### src/rtl/ram_arb_pkg.sv
`default_nettype none
// ============================================================================
// Module   : ram_arb_pkg
// Purpose  : Shared constants and types for the two-master RAM arbiter.
// Revision : 1.0 - initial release
// ============================================================================
package ram_arb_pkg;

    localparam int   MST_CORE           = 0;
    localparam int   MST_DBG            = 1;
    localparam int   STARVE_MAX_DEFAULT = 4;
    localparam logic WRITE_ENABLE       = 1'b1;
    localparam logic [31:0] ZERO_WORD   = 32'h0000_0000;

    // Per-cycle RAM owner
    typedef enum logic [1:0] {
        SEL_NONE = 2'd0,
        SEL_CORE = 2'd1,
        SEL_DBG  = 2'd2
    } sel_e;

endpackage
`default_nettype wire

### src/rtl/ram_arb_if.sv
`default_nettype none
// ============================================================================
// Module   : ram_arb_if
// Purpose  : Bus bundle between the two masters, the arbiter and the RAM.
// Revision : 1.0 - initial release
// ============================================================================
interface ram_arb_if #(
    parameter int AW = 32,
    parameter int DW = 32
);
    logic          m0_req;
    logic          m0_we;
    logic [AW-1:0] m0_addr;
    logic [DW-1:0] m0_wdata;
    logic          m0_lock;
    logic          m0_gnt;
    logic [DW-1:0] m0_rdata;
    logic          m0_rvalid;

    logic          m1_req;
    logic          m1_we;
    logic [AW-1:0] m1_addr;
    logic [DW-1:0] m1_wdata;
    logic          m1_gnt;
    logic [DW-1:0] m1_rdata;
    logic          m1_rvalid;

    logic          ram_we;
    logic [AW-1:0] ram_addr;
    logic [DW-1:0] ram_wdata;
    logic [DW-1:0] ram_rdata;

    // Environment side: both masters plus the RAM instance
    modport master (
        output m0_req, m0_we, m0_addr, m0_wdata, m0_lock,
        input  m0_gnt, m0_rdata, m0_rvalid,
        output m1_req, m1_we, m1_addr, m1_wdata,
        input  m1_gnt, m1_rdata, m1_rvalid,
        input  ram_we, ram_addr, ram_wdata,
        output ram_rdata
    );

    // Arbiter side
    modport slave (
        input  m0_req, m0_we, m0_addr, m0_wdata, m0_lock,
        output m0_gnt, m0_rdata, m0_rvalid,
        input  m1_req, m1_we, m1_addr, m1_wdata,
        output m1_gnt, m1_rdata, m1_rvalid,
        output ram_we, ram_addr, ram_wdata,
        input  ram_rdata
    );

endinterface
`default_nettype wire

### src/rtl/ram_arb.sv
`default_nettype none
// ============================================================================
// Module   : ram_arb
// Purpose  : Fixed-priority arbiter (core over loader) with starvation guard,
//            read-modify-write lock and registered read return.
// Revision : 1.0 - initial release
// ============================================================================
module ram_arb
    import ram_arb_pkg::*;
#(
    parameter int AW         = 32,
    parameter int DW         = 32,
    parameter int STARVE_MAX = STARVE_MAX_DEFAULT
) (
    input  wire logic clk,
    input  wire logic rst,
    ram_arb_if.slave  bus
);

    localparam int c_CNT_W = (STARVE_MAX < 1) ? 1 : $clog2(STARVE_MAX + 1);
    localparam logic [c_CNT_W-1:0] c_STARVE_SAT = c_CNT_W'(STARVE_MAX);

    sel_e               w_sel;
    logic               w_we;
    logic [AW-1:0]      w_addr;
    logic [DW-1:0]      w_wdata;
    logic               w_rd_core;
    logic               w_rd_dbg;

    logic [c_CNT_W-1:0] r_starve;
    logic               r_lock;
    logic [DW-1:0]      r_m0_rdata;
    logic [DW-1:0]      r_m1_rdata;
    logic               r_m0_rvalid;
    logic               r_m1_rvalid;

    // Lock beats the starvation guard; nothing is granted while in reset
    always_comb begin
        w_sel = SEL_NONE;
        if (rst) begin
            w_sel = SEL_NONE;
        end else if (r_lock && bus.m0_req) begin
            w_sel = SEL_CORE;
        end else if ((r_starve == c_STARVE_SAT) && bus.m1_req) begin
            w_sel = SEL_DBG;
        end else if (bus.m0_req) begin
            w_sel = SEL_CORE;
        end else if (bus.m1_req) begin
            w_sel = SEL_DBG;
        end
    end

    always_comb begin
        w_we    = 1'b0;
        w_addr  = '0;
        w_wdata = '0;
        case (w_sel)
            SEL_CORE: begin
                w_we    = bus.m0_we;
                w_addr  = bus.m0_addr;
                w_wdata = bus.m0_wdata;
            end
            SEL_DBG: begin
                w_we    = bus.m1_we;
                w_addr  = bus.m1_addr;
                w_wdata = bus.m1_wdata;
            end
            default: begin
                w_we    = 1'b0;
            end
        endcase
    end

    assign w_rd_core = (w_sel == SEL_CORE) && (bus.m0_we != WRITE_ENABLE);
    assign w_rd_dbg  = (w_sel == SEL_DBG)  && (bus.m1_we != WRITE_ENABLE);

    always_ff @(posedge clk) begin
        if (rst) begin
            r_starve    <= '0;
            r_lock      <= 1'b0;
            r_m0_rdata  <= '0;
            r_m1_rdata  <= '0;
            r_m0_rvalid <= 1'b0;
            r_m1_rvalid <= 1'b0;
        end else begin
            if (!bus.m1_req || (w_sel == SEL_DBG)) begin
                r_starve <= '0;
            end else if (r_starve != c_STARVE_SAT) begin
                r_starve <= r_starve + 1'b1;
            end
            // Lock arms on a locked core grant and persists while the core keeps requesting
            r_lock      <= bus.m0_lock && bus.m0_req && (r_lock || (w_sel == SEL_CORE));
            r_m0_rvalid <= w_rd_core;
            r_m1_rvalid <= w_rd_dbg;
            if (w_rd_core) begin
                r_m0_rdata <= bus.ram_rdata;
            end
            if (w_rd_dbg) begin
                r_m1_rdata <= bus.ram_rdata;
            end
        end
    end

    assign bus.m0_gnt    = (w_sel == SEL_CORE);
    assign bus.m1_gnt    = (w_sel == SEL_DBG);
    assign bus.ram_we    = w_we;
    assign bus.ram_addr  = w_addr;
    assign bus.ram_wdata = w_wdata;
    assign bus.m0_rdata  = r_m0_rdata;
    assign bus.m1_rdata  = r_m1_rdata;
    assign bus.m0_rvalid = r_m0_rvalid;
    assign bus.m1_rvalid = r_m1_rvalid;

endmodule
`default_nettype wire

### src/flat_wrapper.sv
// flat-port wrapper written by rule: the top's interface ports become plain ports
module ram_arb_flat import ram_arb_pkg::*;
#(
    parameter int AW         = 32,
    parameter int DW         = 32,
    parameter int STARVE_MAX = STARVE_MAX_DEFAULT
)
  (clk, rst, bus_m0_req, bus_m0_we, bus_m0_addr, bus_m0_wdata, bus_m0_lock, bus_m0_gnt, bus_m0_rdata, bus_m0_rvalid, bus_m1_req, bus_m1_we, bus_m1_addr, bus_m1_wdata, bus_m1_gnt, bus_m1_rdata, bus_m1_rvalid, bus_ram_we, bus_ram_addr, bus_ram_wdata, bus_ram_rdata);
  ram_arb_if #(.AW(AW), .DW(DW)) bus_i ();
  input  wire logic clk;
  input  wire logic rst;
  input wire logic [$bits(bus_i.m0_req)-1:0] bus_m0_req;
  input wire logic [$bits(bus_i.m0_we)-1:0] bus_m0_we;
  input wire logic [$bits(bus_i.m0_addr)-1:0] bus_m0_addr;
  input wire logic [$bits(bus_i.m0_wdata)-1:0] bus_m0_wdata;
  input wire logic [$bits(bus_i.m0_lock)-1:0] bus_m0_lock;
  output wire logic [$bits(bus_i.m0_gnt)-1:0] bus_m0_gnt;
  output wire logic [$bits(bus_i.m0_rdata)-1:0] bus_m0_rdata;
  output wire logic [$bits(bus_i.m0_rvalid)-1:0] bus_m0_rvalid;
  input wire logic [$bits(bus_i.m1_req)-1:0] bus_m1_req;
  input wire logic [$bits(bus_i.m1_we)-1:0] bus_m1_we;
  input wire logic [$bits(bus_i.m1_addr)-1:0] bus_m1_addr;
  input wire logic [$bits(bus_i.m1_wdata)-1:0] bus_m1_wdata;
  output wire logic [$bits(bus_i.m1_gnt)-1:0] bus_m1_gnt;
  output wire logic [$bits(bus_i.m1_rdata)-1:0] bus_m1_rdata;
  output wire logic [$bits(bus_i.m1_rvalid)-1:0] bus_m1_rvalid;
  output wire logic [$bits(bus_i.ram_we)-1:0] bus_ram_we;
  output wire logic [$bits(bus_i.ram_addr)-1:0] bus_ram_addr;
  output wire logic [$bits(bus_i.ram_wdata)-1:0] bus_ram_wdata;
  input wire logic [$bits(bus_i.ram_rdata)-1:0] bus_ram_rdata;
  assign bus_i.m0_req = bus_m0_req;
  assign bus_i.m0_we = bus_m0_we;
  assign bus_i.m0_addr = bus_m0_addr;
  assign bus_i.m0_wdata = bus_m0_wdata;
  assign bus_i.m0_lock = bus_m0_lock;
  assign bus_m0_gnt = bus_i.m0_gnt;
  assign bus_m0_rdata = bus_i.m0_rdata;
  assign bus_m0_rvalid = bus_i.m0_rvalid;
  assign bus_i.m1_req = bus_m1_req;
  assign bus_i.m1_we = bus_m1_we;
  assign bus_i.m1_addr = bus_m1_addr;
  assign bus_i.m1_wdata = bus_m1_wdata;
  assign bus_m1_gnt = bus_i.m1_gnt;
  assign bus_m1_rdata = bus_i.m1_rdata;
  assign bus_m1_rvalid = bus_i.m1_rvalid;
  assign bus_ram_we = bus_i.ram_we;
  assign bus_ram_addr = bus_i.ram_addr;
  assign bus_ram_wdata = bus_i.ram_wdata;
  assign bus_i.ram_rdata = bus_ram_rdata;
  ram_arb #(.AW(AW), .DW(DW), .STARVE_MAX(STARVE_MAX)) u_core (.clk(clk), .rst(rst), .bus(bus_i));
endmodule
### config.mk
export PLATFORM = sky130hd
export DESIGN_NAME = ram_arb_flat
export DESIGN_NICKNAME = d
export VERILOG_FILES = /design/src/rtl/ram_arb_pkg.sv /design/src/rtl/ram_arb_if.sv /design/src/rtl/ram_arb.sv /design/src/flat_wrapper.sv
export SDC_FILE = /design/constraint.sdc
export NUM_CORES = 1
export LEC_CHECK = 0
export BUFFER_PORTS_ARGS = -buffer_cell sky130_fd_sc_hd__buf_2
export CORE_AREA = 2 2 116 118
export DETAILED_ROUTE_END_ITERATION = 12
export DIE_AREA = 0 0 118 120
export GPL_TIMING_DRIVEN = 1
export HOLD_SLACK_MARGIN = 0.15
export REMOVE_ABC_BUFFERS = 1
export SYNTH_ARGS = -nofsm -noshare
export SYNTH_HDL_FRONTEND = slang
export SYNTH_SLANG_ARGS = --single-unit
### constraint.sdc
create_clock -name clk -period 5.1 [get_ports clk]
set_input_delay 0 -clock clk [delete_from_list [all_inputs] [get_ports clk]]
set_output_delay 0 -clock clk [all_outputs]
set_load 0.03 [all_outputs]
# Yosys cells after proc, flatten, opt, wreduce, memory -nomap -nowiden
# Cells that the tools add are included.
# totals
reg_bits	70
output_inout_bits	133
# classes
addsub	1
n_eq_ne	4
muxes	8
bitwise_logic	2
reduce_logical	10
# op_table
operator	count
32-bit case mux with 2 select lines	2
2-bit 2-to-1 mux	5
1-bit logical AND	6
3-bit by 1-bit adder with 3-bit output (second input constant)	1
3-bit == test (second input constant)	1
3-bit inequality test (second input constant)	1
2-bit by 1-bit == test with 1-bit output (second input constant)	1
2-bit == test (second input constant)	1
1-bit logical OR	2
1-bit NOT	2
1-bit case mux with 2 select lines	1
2-bit OR reduction	1
1-bit logical NOT	1

# Longest topological paths before layout
# logic_depth
word_depth	8
depth_mapped	13
mapped_depth_nobuf	9

# Worst setup path before layout
# Ideal clock, no wire load.
# synth_path
path_type	flip-flop to output port
from	register u_core.r_starve[0]
to	output port bus_ram_addr[0]
arrival_ps	2419
slack_ps	2681
stages_incl_launch_ff	13
path_buffers	4
path_cell_list	dfxtp_1 inv_1 ha_1 nand2_1 o21ai_2 buf_4 buf_4 nand2_1 ha_1 nor2b_1 buf_2 buf_2 a22o_1
# synth_via
elab_chain_cells	7
# synth_lines
element	line	rtl
from (decl)	ram_arb.sv:30	logic [c_CNT_W-1:0] r_starve;
from (signal assigned)	ram_arb.sv:89	r_starve <= r_starve + 1'b1;
3-bit == test	ram_arb.sv:44	end else if ((r_starve == c_STARVE_SAT) && bus.m1_req) begin
1-bit logical AND	ram_arb.sv:44	
2-bit 2-to-1 mux	ram_arb.sv:44	
2-bit 2-to-1 mux	ram_arb.sv:42	end else if (r_lock && bus.m0_req) begin
2-bit 2-to-1 mux	ram_arb.sv:40	if (rst) begin
2-bit by 1-bit == test with 1-bit output	-	
named net bus_m0_gnt	flat_wrapper.sv:17	output wire logic [$bits(bus_i.m0_gnt)-1:0] bus_m0_gnt;
32-bit case mux with 2 select lines	ram_arb.sv:57	case (w_sel)
to (decl)	flat_wrapper.sv:28	output wire logic [$bits(bus_i.ram_addr)-1:0] bus_ram_addr;
# The timed path passes the listed nets, and every way through them passes these cells.

# Worst setup path in the final report
# layout_path
from	register u_core.r_starve[0]
to	output port bus_ram_wdata[5]
# layout_via
elab_chain_cells	7
# layout_lines
element	line	rtl
3-bit == test (*)	ram_arb.sv:44	
1-bit logical AND (*)	ram_arb.sv:44	
2-bit 2-to-1 mux (*)	ram_arb.sv:44	
2-bit 2-to-1 mux (*)	ram_arb.sv:42	
2-bit 2-to-1 mux (*)	ram_arb.sv:40	
2-bit == test or 2-bit by 1-bit == test with 1-bit output (tied branches)	ram_arb.sv:57	
32-bit case mux with 2 select lines (*)	ram_arb.sv:57	
to (decl)	flat_wrapper.sv:29	output wire logic [$bits(bus_i.ram_wdata)-1:0] bus_ram_wdata;
# Every way passes the cells marked *; elsewhere a longest branch is shown, timed or not.

==> impl_metrics.ini <==
[run_status]
status = complete, no violations

[floorplan]
dieHeight_um = 120
initial_core_util_pct = 30.2
rows = 42
core_area_sq_mm = 0.0130
dieArea_sq_mm = 0.0142
boundaryPins = 300
fp.dieW_um = 118

[yosys]
synth-simple-area-share_pct = 31.5
synthArstFlopShare_pct = 0
synth_cells = 476
synthAdderAreaFrac_pct = 1.28
yosysWarnings = 0
synth-edff-count = 0
synth_top_family_by_area = simple AND/OR/NAND/NOR gates
synth-xor-area-share_pct = 0.223
synth_cell_types = 26
syn_area_sq_mm = 0.00392
synth-compound-area-share_pct = 23.3
muxShareOfSynthArea_pct = 0.255
synth_top_flop_cell = dfxtp_1
yosysSeqAreaShare_pct = 35.7
ys_seq_elements = 70
syn_avg_cell_area_sq_um = 8.24

[sta]
slew_violations = 0
min_period_ns = 3.73
finalSetupViolations = 0
fin_hold_ws_ns = 0.273
finalHoldViolCount = 0
finalCritPeriodShare_pct = 73.2
fmax_mhz = 268
rsz0062_at_grt = false
worst_slew_pin_slew_ns = 0.881
skew_ns = 0.00550
timing.final.ws_setup_ns = 1.37
slew_headroom_pct = 41.3
tns_ns = 0

[clock_network]
postCtsSetupRepairBufs = 0
cts_buffers = 9
path_clk_slew_ns = 0.06
cts_sinks = 70
cts_htree_levels = 3
clock_latency_ns = 0.33
cts_tree = yes
clk_path_buf_depth = 2
cts_root_buffer = clkbuf_16

[route]
drt_iter0_markers = 274
via_per_inst = 4.88
vias = 4681
first_pass_iters = 5
ant_nets = 0
totalWireLength_um = 16600
drc = 0
wl_per_cell_um = 17.3

[global_routing]
met1_usage_pct = 27.1
grt_busiest_layer = met2
overflow = 0
antenna_found_initial = 3
grt.met3_usage_pct = 5.89
grt_pass1_vias = 4428
grt_pass1_wl_um = 24500
met2_usage_pct = 38.4
grt_max_degree = 68
track_usage_pct = 22.2

[worst_setup_path]
critPathRequiredTime_ns = 5.10
crit_fanout = 66
worst-setup-path-type = reg -> out
cp_num_buf_inv = 4
slowest_delay_ns = 0.53
critPathTopFamily = buffers and inverters
critical_path_arrival_ns = 3.73
start_kind = register
slowest_stage = buf_4
crit_chain = inv_1, ha_1, nand2_1, o21ai_4, buf_4, nand2_1, ha_2, nor2b_4, buf_4, a22o_1, buf_2
cp-end-kind = primary output

[placed_design]
pre_cts_slack_ns = 1.70
numPortBuffers = 299
numPlacedInstances = 908
post-dp-hpwl_um = 12700
gp_congestion = 0.923

[min_path]
min_path_type = in -> reg

[cells_and_area]
nNetsFinal = 948
final_cells = 959
synthToLayoutAreaGrowth_pct = 55.5
layout-drive-gt1-share_pct = 45.9
finish.utilization_pct = 47.0

[flow_run]
cap_violations = 0

[pwr]
irDropWorstVdd_uv = 145
leakagePower_nw = 2.86
p_per_area_mw_per_mm2 = 259
==> logic make-up after synthesis <==
| kind of cell | after synthesis |
|---|---|
| AO/OA/AOI/OAI | 133 |
| XOR/XNOR | 1 |
| adder cells (fa/ha/maj) | 4 |
| buffers and inverters | 53 |
| flip-flops | 70 |
| multiplexers | 1 |
| AND/OR/NAND/NOR | 214 |
==> placed cells by master (no fill, tap or decap), drive strengths merged, types with 4 or more instances in the layout <==
cell         netlist  final
buf               44    307
a22o              63     63
nand2            130    130
nor2b              4      4
ha                 4      4
dfxtp             70     70
dlygate4sd3        0     34
clkbuf             7      9
nand2b             4      4
inv                2      5
nor2               6      6
a21oi             65     65
nor3b             64     64
==> sequential cells by signal (all words and copies together), names as in the netlist <==
name,cells
u_core.bus.m0_rdata,32
u_core.bus.m0_rvalid,1
u_core.bus.m1_rdata,32
u_core.bus.m1_rvalid,1
u_core.r_lock,1
u_core.r_starve,3
==> where the power goes <==
part           internal, mW  total (mW)  switching, mW
Sequential            0.561       0.568        0.00720
Combinational         0.128       0.323          0.195
Clock                 0.436       0.690          0.254
==> per-layer routing <==
metal / share of wire [%] / up-vias
met5: 0.24 / -
met4: 2.2 / 6
met3: 8.0 / 25
met2: 49 / 210
met1: 40 / 2183
li1: - / 2257
==> cell type report <==
| cell class | instances | area (sq um) |
|---|---|---|
| repair buffers | 341 | 1900 |
| clock buffers | 9 | 225 |
| diodes | 1 | 2.50 |
| multi-input cells | 353 | 2240 |
| well taps | 176 | 220 |
| flip-flops and latches | 70 | 1400 |
| fillers | 1331 | 6880 |
| clock inverters | 7 | 105 |
| inverters | 2 | 7.51 |
==> final timing paths <==
path	from	end	slack, ns	cells past startpoint
max	u_core.r_starve[0]	bus_ram_wdata[5]	1.37	11
min	bus_m0_we	u_core.bus.m0_rdata[3]	0.27	5
max reg2reg	u_core.r_starve[0]	u_core.bus.m0_rdata[24]	2.10	11
min reg2reg	u_core.bus.m1_rdata[10]	u_core.bus.m1_rdata[10]	0.45	2
==> metrics by stage <==
step	total power [mW]	area [sq um]
after CTS	1.60	6090
final	1.58	6100
after floorplan	0.739	3620
after global routing	1.65	6090
after global placement	0.879	5420
after detailed placement	0.883	5420
==> repair_timing <==
item	in CTS	in global routing
hold buffers	34	0
endpoints found under the hold margin	65	0
resized for setup	0	0
==> Yosys cell counts (all sizes together), types with 3 or more instances <==
master,instances,share of area [%]
clkbuf,7,0.67
ha,4,1.3
nor3b,64,16
nand2,130,12
a22o,63,14
nand2b,4,0.83
dfxtp,70,36
a21oi,65,8.3
nor2b,4,0.64
nor3,3,0.38
buf,44,6.9
nor2,6,0.57
==> tightest hold or removal path: stages <==
cell and delay (ns):
buf_2 0.11, nor2b_2 0.04, buf_4 0.23, nand2_1 0.11, a21oi_1 0.05
Power figures use the tool's default switching activity.
